--- src/rtl/audio_pkg.sv ---
// audio_pkg: shared types and constants for the pedal-board audio paths.
//   sample_t     : 16-bit two's-complement mono sample
//   SLOT_BITS    : bits per I2S channel slot
//   FRAME_BITS   : bits per I2S frame (left + right)
//   i2s_state_t  : serialiser state (IDLE, LEFT, RIGHT)
package audio_pkg;

    typedef logic [15:0] sample_t;

    localparam int SLOT_BITS  = 16;
    localparam int FRAME_BITS = 32;

    typedef enum logic [1:0] {
        IDLE  = 2'd0,
        LEFT  = 2'd1,
        RIGHT = 2'd2
    } i2s_state_t;

endpackage

--- src/rtl/bclk_gen.sv ---
// bclk_gen: divides Clk down to the I2S bit clock.
//   Clk       in  system clock
//   RESET     in  synchronous active-low reset
//   AUD_BCLK  out bit clock, toggles every BCLK_DIV Clk cycles (registered)
//   fall_tick out high for the one Clk cycle whose edge drives BCLK 1->0
// Parameter BCLK_DIV (>= 2): Clk cycles per BCLK half-period.
module bclk_gen #(
    parameter int BCLK_DIV = 8
) (
    input  logic Clk,
    input  logic RESET,
    output logic AUD_BCLK,
    output logic fall_tick
);

    localparam int CW = (BCLK_DIV > 2) ? $clog2(BCLK_DIV) : 1;
    localparam logic [CW-1:0] TERM = CW'(BCLK_DIV - 1);
    localparam logic [CW-1:0] ONE  = CW'(1);

    logic [CW-1:0] div_cnt_r;
    logic          bclk_r;
    logic          term_s;

    assign term_s = (div_cnt_r == TERM);

    // Half-period counter and bit clock register.
    always_ff @(posedge Clk) begin
        if (!RESET) begin
            div_cnt_r <= '0;
            bclk_r    <= 1'b0;
        end else if (term_s) begin
            div_cnt_r <= '0;
            bclk_r    <= ~bclk_r;
        end else begin
            div_cnt_r <= div_cnt_r + ONE;
        end
    end

    // The tick marks the cycle whose clock edge takes BCLK low, so logic
    // updated on that edge changes together with the falling BCLK.
    assign fall_tick = term_s & bclk_r;
    assign AUD_BCLK  = bclk_r;

endmodule

--- src/rtl/i2s_dac_tx.sv ---
// i2s_dac_tx: I2S master transmitter feeding the board audio DAC.
// Accepts one mono sample per frame through a one-entry holding register
// and sends it, MSB first with a one-BCLK delay, in both channel slots.
//   Clk          in  system clock (50 MHz)
//   RESET        in  synchronous active-low reset
//   sample_data  in  two's-complement mono sample
//   sample_valid in  sample_data valid
//   sample_ready out holding register empty (registered)
//   AUD_BCLK     out I2S bit clock
//   AUD_DACLRCK  out word select, 0 = left, 1 = right
//   AUD_DACDAT   out serial data, changes only as BCLK falls
//   underflow    out sticky: a frame started with no fresh sample
// Build option: define I2S_UNDERFLOW_MUTE_EN to send silence on underflow;
// otherwise the previous word is repeated.
// SAMPLE_W must equal SLOT_BITS; the slot bit selection assumes 16 bits.
module i2s_dac_tx
    import audio_pkg::*;
#(
    parameter int BCLK_DIV = 8,
    parameter int SAMPLE_W = 16
) (
    input  logic                Clk,
    input  logic                RESET,
    input  logic [SAMPLE_W-1:0] sample_data,
    input  logic                sample_valid,
    output logic                sample_ready,
    output logic                AUD_BCLK,
    output logic                AUD_DACLRCK,
    output logic                AUD_DACDAT,
    output logic                underflow
);

    logic                fall_tick_s;
    i2s_state_t          state_r, state_nxt_s;
    logic [4:0]          k_r, k_nxt_s;
    logic [SAMPLE_W-1:0] hold_r, hold_nxt_s;
    logic                hold_full_r, hold_full_nxt_s;
    logic [SAMPLE_W-1:0] word_r, word_nxt_s;
    logic                prev_lsb_r, prev_lsb_nxt_s;
    logic                lrck_r, lrck_nxt_s;
    logic                dat_r, dat_nxt_s;
    logic                underflow_r, underflow_nxt_s;
    logic                ready_r;
    logic                take_s;
    logic                start_frame_s;
    logic [3:0]          bit_sel_s;

    bclk_gen #(
        .BCLK_DIV (BCLK_DIV)
    ) u_bclk_gen (
        .Clk       (Clk),
        .RESET     (RESET),
        .AUD_BCLK  (AUD_BCLK),
        .fall_tick (fall_tick_s)
    );

    assign take_s        = sample_valid & ~hold_full_r;
    assign start_frame_s = fall_tick_s & ((state_r == IDLE) | (k_r == 5'd0));
    // 16-k for k=1..15 and 32-k for k=17..31 share the same low four bits.
    assign bit_sel_s     = 4'd0 - k_r[3:0];

    // State register for all serialiser and handshake state.
    always_ff @(posedge Clk) begin
        if (!RESET) begin
            state_r     <= IDLE;
            k_r         <= 5'd0;
            hold_r      <= '0;
            hold_full_r <= 1'b0;
            word_r      <= '0;
            prev_lsb_r  <= 1'b0;
            lrck_r      <= 1'b1;
            dat_r       <= 1'b0;
            underflow_r <= 1'b0;
            ready_r     <= 1'b1;
        end else begin
            state_r     <= state_nxt_s;
            k_r         <= k_nxt_s;
            hold_r      <= hold_nxt_s;
            hold_full_r <= hold_full_nxt_s;
            word_r      <= word_nxt_s;
            prev_lsb_r  <= prev_lsb_nxt_s;
            lrck_r      <= lrck_nxt_s;
            dat_r       <= dat_nxt_s;
            underflow_r <= underflow_nxt_s;
            ready_r     <= ~hold_full_nxt_s;
        end
    end

    // Next-state: frame sequencing, slot serialisation and holding register.
    always_comb begin
        state_nxt_s     = state_r;
        k_nxt_s         = k_r;
        hold_nxt_s      = hold_r;
        hold_full_nxt_s = hold_full_r;
        word_nxt_s      = word_r;
        prev_lsb_nxt_s  = prev_lsb_r;
        lrck_nxt_s      = lrck_r;
        dat_nxt_s       = dat_r;
        underflow_nxt_s = underflow_r;

        case (state_r)
            IDLE: begin
                if (start_frame_s) begin
                    state_nxt_s = LEFT;
                end else begin
                    state_nxt_s = IDLE;
                end
            end
            LEFT: begin
                if (fall_tick_s && (k_r == 5'(SLOT_BITS))) begin
                    state_nxt_s = RIGHT;
                end else begin
                    state_nxt_s = LEFT;
                end
            end
            RIGHT: begin
                if (start_frame_s) begin
                    state_nxt_s = LEFT;
                end else begin
                    state_nxt_s = RIGHT;
                end
            end
            default: begin
                state_nxt_s = IDLE;
            end
        endcase

        // Accept only into an empty register; a frame load in the same
        // cycle cannot collide because loading requires a full register.
        if (take_s) begin
            hold_nxt_s      = sample_data;
            hold_full_nxt_s = 1'b1;
        end else begin
            hold_nxt_s      = hold_r;
        end

        if (start_frame_s) begin
            k_nxt_s    = 5'd1;
            lrck_nxt_s = 1'b0;
            dat_nxt_s  = prev_lsb_r;
            if (hold_full_r) begin
                word_nxt_s      = hold_r;
                hold_full_nxt_s = 1'b0;
            end else begin
                underflow_nxt_s = 1'b1;
`ifdef I2S_UNDERFLOW_MUTE_EN
                word_nxt_s      = '0;
`else
                word_nxt_s      = word_r;
`endif
            end
        end else if (fall_tick_s) begin
            k_nxt_s = k_r + 5'd1;
            if (k_r == 5'(SLOT_BITS)) begin
                lrck_nxt_s = 1'b1;
                dat_nxt_s  = word_r[0];
            end else begin
                dat_nxt_s  = word_r[bit_sel_s];
            end
            // Right-slot LSB goes out at the next frame's first bit.
            if (k_r == 5'(FRAME_BITS - 1)) begin
                prev_lsb_nxt_s = word_r[0];
            end else begin
                prev_lsb_nxt_s = prev_lsb_r;
            end
        end else begin
            k_nxt_s = k_r;
        end
    end

    assign sample_ready = ready_r;
    assign AUD_DACLRCK  = lrck_r;
    assign AUD_DACDAT   = dat_r;
    assign underflow    = underflow_r;

endmodule

--- config.mk ---
export PLATFORM = sky130hd
export DESIGN_NAME = i2s_dac_tx
export DESIGN_NICKNAME = d
export VERILOG_FILES = /design/src/rtl/audio_pkg.sv /design/src/rtl/bclk_gen.sv /design/src/rtl/i2s_dac_tx.sv
export SDC_FILE = /design/constraint.sdc
export NUM_CORES = 1
export LEC_CHECK = 0
export CORE_MARGIN = 4
export CORE_UTILIZATION = 60
export CTS_BUF_LIST = sky130_fd_sc_hd__clkbuf_8
export DETAILED_ROUTE_END_ITERATION = 6
export PLACE_DENSITY = 0.8
export SLEW_MARGIN = 25
export SYNTH_ARGS = -nofsm -noshare
export SYNTH_HDL_FRONTEND = slang
export SYNTH_SLANG_ARGS = --single-unit
--- constraint.sdc ---
create_clock -name Clk -period 4.7 [get_ports Clk]
set_input_delay 0.47 -clock Clk [delete_from_list [all_inputs] [get_ports Clk]]
set_output_delay 0.47 -clock Clk [all_outputs]
set_load 0.01 [all_outputs]
==> impl_metrics.tcl, run 1 <==
set metrics [dict create \
    min_period_over_period 0.4785 \
    maxCapViolations 0 \
    p_leak_nw 1.111 \
    hold_start "u_bclk_gen.div_cnt_r[0]" \
    slowest_delay_ps 640 \
    cts_buffers 5 \
    drt_first_iter_violations 205 \
    die_area_um2 4779 \
    max_freq_mhz 444.7 \
    period_needed_ps 2249 \
    synthesis.area_um2 2242 \
    ys_seq_elements 49 \
    dr_total_vias 1622 \
    gpl.final_weighted_congestion 0.8868 \
    cts_htree_levels 2 \
    r2r_setup_slack_ps 2450 \
    hold_viol_final 0 \
    maxSlewViolCount 0 \
    synth_area_leaders "dfxtp_1, mux2i_1, a21boi_0, nand2_1, nor2b_1" \
    synth.largest_area_cell "dfxtp_1" \
    synth-main-ff-cell "dfxtp_1" \
    grt_usage 0.1699 \
    synth-async-reset-ratio 0 \
    relSlewSlack 0.5074 \
    avgSynthCellArea_um2 9.664 \
    grt_max_degree 49 \
    hold_ws_ps 434.8 \
    finalSetupViolations 0 \
    grt-ovfl-total 0 \
    dp_hpwl_um 2863 \
    n_fill_cell 267 \
    routed_wl_um 3979 \
    clk_pin_slew_ps 80 \
    status "finished clean" \
    critPathMaxFanout 17 \
    synth_cells 232 \
    first_pass_iters 4 \
    min_path_type "reg2reg" \
    crit_arrival_ps 2440 \
    grt_pass1_wl_um 6762 \
    ios 24 \
    avgRoutedWirePerCell_um 13.49 \
    yosysMostFrequentCell "dfxtp_1" \
    reg2reg_to "word_r[7]" \
    path_cells "inv_1 -> ha_1 -> nor4b_4 -> o211ai_4 -> mux2i_1 -> nor2b_1" \
    clock_sinks 49 \
    synth_edf_count 0 \
    post_cts_buffers 0 \
    drcViolationCount 0 \
    reg2regPathDepth 6 \
    cts_hold_buf 0 \
    nNetsFinal 272 \
    path_buf_inv 1 \
    synth-seq-area-share 0.4375 \
    yosys-top-cells-count "dfxtp_1, nand2_1, nor2b_1" \
    cp.required_ps 4890 \
    drive_gt1_frac 0.08032 \
    fin_skew_ps 5.141 \
    io_buffers 23 \
    fp.dieW_um 69.13 \
    tns_ps 0 \
    worstMarginPinSlew_ps 735.4 \
    clock_latency_ps 300 \
    cp-start-kind "flop" \
    crit_path_end_kind "flop" \
    vias_per_cell 5.498 \
    antenna_left 0 \
    powerDensity_nw_per_um2 288.7 \
    cts_tree "done" \
    cts_max_path_buffers 2 \
    rsz0062_at_grt "no" \
    synthesis.nets 256 \
    area_growth_pct 14.12 \
    worstReg2RegStart "k_r[0]" \
    num_rows 21 \
    post_cts_resized 0 \
    worst_ir_drop_vdd_v 0.0002303 \
    crit_path_start "k_r[0]" \
    grt_pass1_vias 1534 \
    p_total_uw 738.8 \
    criticalPathCategory "reg2reg" \
    antenna_found_initial 0 \
    initial_core_util 0.6465 \
    cts-root-buf "clkbuf_8" \
    synth_top_area_frac 0.4375 \
    core_um2 3468 \
    antenna_cells 0 \
    yosys_warnings 0 \
    hold_depth 1 \
    holdPathEnd "u_bclk_gen.div_cnt_r[0]" \
    cp_slowest_cell "o211ai_4" \
    die_y_um 69.13 \
    cp_top_family "compound AO/OA/AOI/OAI gates" \
    yosysUniqueCellTypes 44 \
]
==> layout make-up <==
cell class | instances | area [um^2] | area share
clock buffers | 7 | 96.34 | 0.03765
flip-flops and latches | 49 | 980.9 | 0.3834
multi-input cells | 164 | 1166 | 0.4557
inverters | 4 | 15.01 | 0.005868
clock inverters | 1 | 5.005 | 0.001956
repair buffers | 24 | 237.7 | 0.09291
well taps | 46 | 57.56 | 0.02249
==> cells in the final DEF (no fill, tap or decap), types with 2 or more instances in the layout <==
cell,n
nor3b_1,3
and2_1,3
a21boi_0,20
a31oi_1,3
and3b_1,2
nor2b_1,20
a21boi_1,2
and3_1,3
inv_1,4
nor2_1,6
mux2i_1,16
ha_1,5
o21ai_0,6
clkdlybuf4s50_1,23
dfxtp_1,49
nor3_1,3
clkbuf_8,7
o21a_1,2
o31ai_1,2
nand3_1,4
nand2_1,38
mux4_2,4
nand2b_1,3
==> worst max path at each step <==
stage / to / cells past startpoint / slack [ps]
after floorplan: prev_lsb_r / 7 / 2910
after global placement: word_r[2] / 6 / 2260
after detailed placement: word_r[11] / 6 / 2150
after CTS: word_r[7] / 6 / 2130
after global routing: prev_lsb_r / 6 / 2210
final: word_r[7] / 6 / 2450
==> state kept, by name, summed over array words and instances (netlist names) <==
register,count
k_r,5
AUD_DACDAT,1
word_r,16
hold_r,16
underflow,1
sample_ready,1
u_bclk_gen.div_cnt_r,3
prev_lsb_r,1
u_bclk_gen.AUD_BCLK,1
state_r,2
hold_full_r,1
AUD_DACLRCK,1
==> cells by family (layout without fill, tap and decap cells) <==
group                    after synthesis  after routing  synth area share
AND/OR/NAND/NOR                       93             93            0.2255
flip-flops                            49             49            0.4375
AO/OA/AOI/OAI                         44             44            0.1423
multiplexers                          20             20            0.1116
buffers and inverters                 19             36           0.04743
adder cells (fa/ha/maj)                5              5           0.02790
XOR/XNOR                               2              2          0.007814
==> per-stage QoR <==
| stage | instance area (um^2) | utilization | instances | setup WS [ps] |
|---|---|---|---|---|
| 6_report | 2559 | 0.7377 | 295 | 2451 |
| 5_1_grt | 2559 | 0.7377 | 295 | 2208 |
| 4_1_cts | 2547 | 0.7345 | 295 | 2131 |
| 3_5_place_dp | 2446 | 0.7053 | 287 | 2146 |
| 3_3_place_gp | 2446 | 0.7053 | 287 | 2258 |
| 2_1_floorplan | 2242 | - | 232 | 2910 |
==> layer usage <==
layer	GRT usage	share of wire
met1	0.2134	0.44
met2	0.2913	0.50
met3	0.03488	0.037
met4	0.05206	0.016
met5	0	0
==> power by group <==
part	switching (mW)	internal, mW
combinational	0.0184	0.0263
sequential	0.00610	0.426
clock	0.129	0.133
total	0.154	0.585
Power figures use the tool's default switching activity.
==> run 2, diff against run 1 <==
--- a/config.mk
+++ b/config.mk
@@ -6,10 +6,10 @@
 export NUM_CORES = 1
 export LEC_CHECK = 0
 export CORE_MARGIN = 4
-export CORE_UTILIZATION = 60
+export CORE_UTILIZATION = 52
 export CTS_BUF_LIST = sky130_fd_sc_hd__clkbuf_8
 export DETAILED_ROUTE_END_ITERATION = 6
-export PLACE_DENSITY = 0.8
+export PLACE_DENSITY = 0.73
 export SLEW_MARGIN = 25
 export SYNTH_ARGS = -nofsm -noshare
 export SYNTH_HDL_FRONTEND = slang
==> constraint.sdc (replaced) <==
create_clock -name Clk -period 2 [get_ports Clk]
set_input_delay 0.2 -clock Clk [delete_from_list [all_inputs] [get_ports Clk]]
set_output_delay 0.2 -clock Clk [all_outputs]
set_load 0.01 [all_outputs]
==> run 2 against run 1 <==
- final cell count rose by 4.1%
- first-iteration DRC count fell by 61%
- critical endpoint is now word_r[13]
- routed wire length fell by 2.9%
- global-route usage fell by 1.0 points
- sequential cell count did not move
- maximum frequency rose by 24%
- critical path depth rose by 1
- largest power group unchanged
- highest routed layer unchanged
- register-to-register slack got worse by 2300 ps
- clock-buffer cell count fell by 2
- worst setup slack got worse by 2300 ps
- clock skew rose by 0.71 ps
- via count fell by 0.62%
==> impl_metrics.tcl, run 2 (synthesized netlist as in run 1, its figures left out) <==
set metrics [dict create \
    busiest_layer "met2" \
    grt_pass1_wl_um 6706 \
    status "finished clean" \
    grt_max_degree 49 \
    grt_usage 0.1595 \
    clock_latency_ps 300 \
    grt-ovfl-total 0 \
    gpl.final_weighted_congestion 0.8741 \
    drcViolationCount 0 \
    dp_hpwl_um 2727 \
    powerDensity_nw_per_um2 687.5 \
    period_needed_ps 1811 \
    cts_hold_buf 0 \
    num_rows 23 \
    post_cts_resized 0 \
    use_met3 0.04514 \
    cp.required_ps 2200 \
    gr-usage-met2 0.2490 \
    die_area_um2 5427 \
    intPower_mw 1.437 \
    place_inst 299 \
    antenna_left 0 \
    avgRoutedWirePerCell_um 12.59 \
    crit_path_end_kind "flop" \
    clock_sinks 49 \
    max_freq_mhz 552.3 \
    min_path_type "reg2reg" \
    layout_common_cells "dfxtp_1, nand2_1, clkdlybuf4s50_1" \
    cts_buffers 5 \
    p_total_mw 1.820 \
    antenna_cells 0 \
    p_leak_nw 1.160 \
    post_cts_buffers 0 \
    grt_pass1_vias 1485 \
    cts-root-buf "clkbuf_8" \
    hold_viol_final 0 \
    core_um2 4086 \
    p_comb_frac 0.060 \
    drive_gt1_frac 0.1012 \
    first_pass_iters 4 \
    vias_per_cell 5.251 \
    use_met1 0.2060 \
    n_fill_cell 346 \
    p_sw_uw 383.0 \
    worstMarginPinSlew_ps 605.5 \
    critPathMaxFanout 17 \
    switching_share 0.2105 \
    min_period_over_period 0.9053 \
    io_buffers 23 \
    rsz0062_at_grt "no" \
    reg_top3 "hold_r (16), word_r (16), k_r (5)" \
    cp-start-kind "flop" \
    layout_commonest_cell "dfxtp_1" \
    p_clk_frac 0.383 \
    cts_htree_levels 2 \
    nNetsFinal 280 \
    cts_max_path_buffers 2 \
    crit_arrival_ps 2010 \
    die_y_um 73.67 \
    criticalPathCategory "reg2reg" \
    relSlewSlack 0.5964 \
    ios 24 \
    finalSetupViolations 0 \
    maxSlewViolCount 0 \
    fin_skew_ps 5.847 \
    routed_wl_um 3864 \
    antenna_found_initial 0 \
    stdcell_count 307 \
    worst_ir_drop_vdd_v 0.0004415 \
    maxCapViolations 0 \
    pwr-share-seq 0.557 \
    initial_core_util 0.5487 \
    area_growth_pct 18.08 \
    dr_total_vias 1612 \
    tns_ps 0 \
    fp.dieW_um 73.67 \
    clk_pin_slew_ps 80 \
    cts_tree "done" \
    drt_first_iter_violations 79 \
]
-- run 2: cell types whose count changed in the layout (fill, tap and decap cells not counted) --
cell	before	now
clkbuf_8	7	5
inv_1	4	5
clkinv_2	1	0
nor2b_1	20	21
nor2b_2	1	0
bufinv_16	0	1
o211ai_4	1	0
buf_4	1	7
o211ai_2	0	1
clkinv_4	0	1
buf_12	0	2
-- run 2: stage by stage --
step	setup slack (ps)	instance area, um^2	hold WS [ps]	util
after floorplan	210.4	2242	334.8	-
after global routing	26.59	2648	438.8	0.6479
after detailed placement	191.5	2536	421.6	0.6206
final	189.3	2648	430.8	0.6479
after global placement	207.8	2536	414.3	0.6206
after CTS	179.7	2648	431.9	0.6479
-- run 2: layer usage --
metal,vias to the layer above,share of wire
li1,848,-
met1,732,0.50
met2,24,0.45
met3,8,0.035
met4,0,0.016
met5,-,0
-- run 2: worst max-delay path, stage by stage (launching register included) --
cell      delay, ps
dfxtp_1         340
ha_1            150
ha_1            280
and2_1          350
o211ai_2        170
buf_12          190
mux2i_1         160
nor2b_1          60
-- run 2: worst paths after layout --
path                             end  cells after the start                    start  slack, ps
min reg2reg  u_bclk_gen.div_cnt_r[0]                      1  u_bclk_gen.div_cnt_r[0]        430
min          u_bclk_gen.div_cnt_r[0]                      1  u_bclk_gen.div_cnt_r[0]        430
max                       word_r[13]                      7  u_bclk_gen.div_cnt_r[0]        190
max reg2reg               word_r[13]                      7  u_bclk_gen.div_cnt_r[0]        190
-- run 2: area by class of cell --
| cell class | instances | area (um^2) | area share |
|---|---|---|---|
| inverters | 4 | 15.01 | 0.005671 |
| repair buffers | 32 | 322.8 | 0.1219 |
| flip-flops and latches | 49 | 980.9 | 0.3705 |
| clock inverters | 3 | 42.54 | 0.01607 |
| multi-input cells | 164 | 1155 | 0.4362 |
| well taps | 50 | 62.56 | 0.02363 |
| clock buffers | 5 | 68.82 | 0.02599 |
-- run 2: power groups by stage --
stage	Sequential, mW	Clock (mW)	Combinational, mW
after floorplan	1.03	0	0.0566
after global placement	1.04	0	0.108
after detailed placement	1.04	0	0.110
after CTS	1.01	0.717	0.110
after global routing	1.02	0.758	0.121
final	1.01	0.697	0.109
